**src/rtl/note_sequencer.sv**
```systemverilog
// note_sequencer: steps through a note ROM and drives PWM period/duty with timed notes, gaps and end-of-song handling
module note_sequencer #(
    parameter int ADDR_W      = 8,
    parameter int TICK_CYCLES = 25000,
    parameter int GAP_TICKS   = 20
) (
    input  logic              clk,
    input  logic              reset,
    input  logic              start,
    input  logic              stop,
    input  logic              loop_en,
    input  logic [2:0]        volume,
    output logic [ADDR_W-1:0] rom_addr,
    input  logic [31:0]       rom_data,
    output logic [20:0]       period,
    output logic [20:0]       duty_cycle,
    output logic              busy,
    output logic              note_strobe,
    output logic              done
);
    localparam int TW = TICK_CYCLES > 1 ? $clog2(TICK_CYCLES) : 1;

    typedef enum logic [2:0] {IDLE, FETCH, LOAD, PLAY, GAP} state_t;

    state_t        state;
    logic [TW-1:0] tick;
    logic [10:0]   dur;
    logic [20:0]   period_f;
    logic [10:0]   dur_f;
    logic [3:0]    vol1;
    logic [20:0]   duty_n;
    logic          wrap;
    logic          last;

    assign period_f = rom_data[31:11];
    assign dur_f    = rom_data[10:0];
    assign vol1     = {1'b0, volume} + 4'd1;
    assign duty_n   = 21'((24'(period_f) * 24'(vol1)) >> 4);
    assign wrap     = tick == TW'(TICK_CYCLES - 1);
    assign last     = wrap && dur == 11'd1;

    // dur counts note ticks in PLAY and is reloaded with GAP_TICKS to time the silence in GAP
    always_ff @(posedge clk or negedge reset) begin
        if (!reset) begin
            state       <= IDLE;
            rom_addr    <= '0;
            period      <= '0;
            duty_cycle  <= '0;
            busy        <= 1'b0;
            note_strobe <= 1'b0;
            done        <= 1'b0;
            tick        <= '0;
            dur         <= '0;
        end else begin
            note_strobe <= 1'b0;
            done        <= 1'b0;
            if (stop && state != IDLE) begin
                state      <= IDLE;
                rom_addr   <= '0;
                period     <= '0;
                duty_cycle <= '0;
                busy       <= 1'b0;
            end else begin
                case (state)
                    IDLE: if (start && !stop) begin
                        state    <= FETCH;
                        busy     <= 1'b1;
                        rom_addr <= '0;
                    end
                    FETCH: state <= LOAD;
                    LOAD: if (period_f == '0 && dur_f == '0) begin
                        rom_addr <= '0;
                        if (loop_en) begin
                            state <= FETCH;
                        end else begin
                            state      <= IDLE;
                            done       <= 1'b1;
                            busy       <= 1'b0;
                            period     <= '0;
                            duty_cycle <= '0;
                        end
                    end else begin
                        period      <= period_f;
                        duty_cycle  <= dur_f == '0 ? '0 : duty_n;
                        note_strobe <= 1'b1;
                        tick        <= '0;
                        dur         <= dur_f != '0 ? dur_f : 11'(GAP_TICKS);
                        state       <= dur_f != '0 ? PLAY : (GAP_TICKS == 0 ? FETCH : GAP);
                        rom_addr    <= (dur_f == '0 && GAP_TICKS == 0) ? rom_addr + 1'b1 : rom_addr;
                    end
                    PLAY: begin
                        tick <= wrap ? '0 : tick + 1'b1;
                        dur  <= wrap ? dur - 11'd1 : dur;
                        if (last) begin
                            duty_cycle <= '0;
                            tick       <= '0;
                            dur        <= 11'(GAP_TICKS);
                            state      <= GAP_TICKS == 0 ? FETCH : GAP;
                            rom_addr   <= GAP_TICKS == 0 ? rom_addr + 1'b1 : rom_addr;
                        end
                    end
                    GAP: begin
                        tick <= wrap ? '0 : tick + 1'b1;
                        dur  <= wrap ? dur - 11'd1 : dur;
                        if (last) begin
                            state    <= FETCH;
                            rom_addr <= rom_addr + 1'b1;
                        end
                    end
                    default: state <= IDLE;
                endcase
            end
        end
    end
endmodule

```
**config.mk**
```make
export PLATFORM = sky130hd
export DESIGN_NAME = note_sequencer
export DESIGN_NICKNAME = d
export VERILOG_FILES = /design/src/rtl/note_sequencer.sv
export SDC_FILE = /design/constraint.sdc
export NUM_CORES = 1
export LEC_CHECK = 0
export ABC_AREA = 1
export ABC_CLOCK_PERIOD_IN_PS = 3590
export BUFFER_PORTS_ARGS = -buffer_cell sky130_fd_sc_hd__clkbuf_2
export CAP_MARGIN = 15
export CORE_UTILIZATION = 50
export CTS_CLUSTER_DIAMETER = 40
export DETAILED_ROUTE_END_ITERATION = 10
export PLACE_DENSITY = 0.7
export RECOVER_POWER = 50
export SYNTH_ARGS = -nofsm -noshare
export SYNTH_HDL_FRONTEND = slang
export SYNTH_SLANG_ARGS = --single-unit
export TNS_END_PERCENT = 20
```
**constraint.sdc**
```tcl
create_clock -name clk -period 3.59 [get_ports clk]
set_input_delay 1.077 -clock clk [delete_from_list [all_inputs] [get_ports clk]]
set_output_delay 1.077 -clock clk [all_outputs]
set_load 0.05 [all_outputs]
```
==> results.md <==
- Reg2Reg Setup Slack: 540 ps
- Die ar.: 15,300 um^2
- Largest net degree at the start of global routing: 82
- Failing checks: capacitance limit, slew limit, setup timing
- Most numerous cell in the Yosys netlist: nand2_1
- EDFF count, synth: 0
- Via count: 7,407
- Worst IR drop on VDD: 0.557 mV
- Top cell type by total area after synthesis: dfrtp_1
- RD Place Congestion: 0.998
- Finish-stage setup viols: 20
- Cell Rows: 44
- Number of nets in the layout: 1,368
- # IOs: 93
- DRT iter0 DRCs: 451
- Synth area leaders: dfrtp_1 27%, nand2_1 16%, fa_1 10%
- # clock sinks: 81
- Final Non-Filler Cells: 1,450
- First drt pass iteration count: 7
- Post-Syn Instances: 1,090
- Hpwl dp: 15,900 um
- Root Buffer: clkbuf_16
- Core area: 14,500 um^2
- Clk Latency, worst-skew pair: 350 ps
- Synth-to-layout area growth: 30.5%
- Seq/Total Area, Yosys: 27.4%
- Synth Cell Area: 7410 um^2
- Warnings from Yosys: 0
- Post-synthesis register bit count: 81
- Maxcap violations: 1
- Crit end category: flop
- Initial antenna violation count: 0
- Critical Path RT: 3870 ps
- H-tree Lvls: 3
- Post-synth top cells: 319 x nand2_1, 183 x inv_1, 115 x nor2_1
- First-pass GRT wire length: 33,900 um
- TritonCTS Buffers: 9
- Clock-pin slew on the worst setup and hold paths: 70 ps
- RSZ-0062 raised after global routing: true
- Die Height: 124 um
- Synthesized area per cell: 6.80 um^2
- CTS Buffer Depth: 2
- Post-synth ARST share: 100%
- Mapped Nets: 1,197
- Leakage: 5.03 nW
- Worst slew margin: -34.8%
- Via/cell ratio: 5.11
- Synth cell types: 42
- I/O Buffers: 91
- Startpoint Class: input port
- FF-to-FF path depth: 10
- Antenna Nets Post-Route: 0
- Final wirelength: 20,600 um
- Clock Skew: 8.52 ps
- Status: finished with violations
- Final WS setup: -415 ps
- Crit path time final: 4000 ps
- Part of the cycle the worst path needs: 112%
- Layout cells sized above 1: 27.4%
- Primary FF master, synth: dfrtp_1
- Total power: 6.12 mW
- Power density over the cells: 633 nW/um^2
- Least-Margin Pin Slew: 2020 ps
- Critical path peak fanout: 8
- DRC errors left: 0
- Synth top area share: 27.4%
- Achievable Freq: 250 MHz
- Vias in the first global route: 7,288
- Wirelength per Cell: 14.2 um
- GR Util All Layers: 28.5%
- Final Hold Viols: 0
- Congestion Overflow GR: 0
- # placed instances: 1,429
- Hold Path Class: reg2reg
- Die Wd: 124 um
- Crit path DAT: 4290 ps
- WS Path Type: in2reg
- # diodes: 0
- CTS tree: done
- WHS: 477 ps
- Initial core utilization: 51.2%
- Pins over their slew limit: 82
- Filler Cells Inserted: 1,303
- Hold Path Depth: 2
-- final timing paths --
| path | startpoint | end |
|---|---|---|
| worst max register to register | state[2] | duty_cycle[14] |
| worst min register to register | busy | busy |
| max in group asynchronous | reset | duty_cycle[3] |
| min in group asynchronous | reset | dur[6] |
| worst min-delay path | busy | busy |
| worst max-delay path | volume[1] | duty_cycle[7] |
-- stage by stage --
step                TNS, ps  worst slack (ps)  utilization, %  instance area, um^2
floorplan             -6340              -422               -                 7740
global route          -8560              -510            66.7                 9660
global placement     -14480              -903            61.8                 8950
CTS                   -6080              -368            65.2                 9450
finish                -5860              -415            66.7                 9660
detailed placement   -14860              -931            61.8                 8950
-- layer usage --
metal	up-vias	share of wire, %	routed length [um]	track usage (%)
li1	3728	-	-	-
met2	158	51	10600	51.8
met4	0	2.6	533	10.0
met3	37	3.4	699	4.90
met1	3484	43	8760	33.6
met5	-	0	0	0
-- flip-flops by register name (all words and copies together) (netlist names) --
name,count
tick,15
note_strobe,1
done,1
rom_addr,8
duty_cycle,20
busy,1
state,3
dur,11
period,21
-- where the power goes --
group	switching (mW)	leakage [nW]	internal [mW]	total (mW)
clock	0.404	0.139	0.542	0.946
sequential	0.207	1.06	1.21	1.42
combinational	2.58	3.83	1.17	3.75
-- worst max-delay path, stage by stage --
cell	delay (ps)
buf_8	100
ha_4	150
or2_4	260
nand2_8	90
buf_8	140
nor2_4	30
fa_1	490
inv_2	40
fa_1	540
inv_2	50
ha_4	270
a21oi_4	200
inv_2	60
nor2_2	110
nand2_2	100
a21oi_1	200
xnor2_1	170
nand2_1	110
nand2_1	90
-- logic make-up after synthesis --
family,count (synthesis),synth area share [%]
simple gates,566,32.8
buf+inv,218,11.9
compound gates,135,10.2
flops,81,27.4
fa+ha+maj,67,15.1
xor+xnor,22,2.60
other cells,1,0.0506
-- final cells by class --
| cell class | instances | area [um^2] | area share, % |
|---|---|---|---|
| multi-input cells | 791 | 5170 | 53.5 |
| flip-flops and latches | 81 | 2030 | 21.0 |
| inverters | 191 | 717 | 7.42 |
| clock inverters | 6 | 67.6 | 0.699 |
| repair buffers | 187 | 1220 | 12.7 |
| clock buffers | 10 | 229 | 2.37 |
| well taps | 184 | 230 | 2.38 |
-- timing repair --
| item | 4_1_cts | 5_1_grt |
|---|---|---|
| setup endpoints to repair | 20 | 20 |
| hold buffers | 0 | 0 |
| resized for setup | 41 | 57 |
| gates cloned | 0 | 1 |
| setup buffers | 3 | 1 |
| pin swaps | 9 | 30 |
-- placed cells by master (no fill, tap or decap), types with 12 or more instances in the layout --
cell type and instances:
ha_4 19, nand4_1 17, xor2_1 16, o21ai_1 16, clkbuf_1 17, a21oi_2 13
clkbuf_2 74, dfrtp_1 81, nand2_1 294, o21ai_2 15, nor2_1 98, inv_1 169
fa_1 37, inv_2 21, buf_4 89, nand3_1 57, o21ai_0 43, nand2_2 24
a21oi_1 27, nor2_4 12, nor2_2 12
Power figures use the tool's default switching activity.
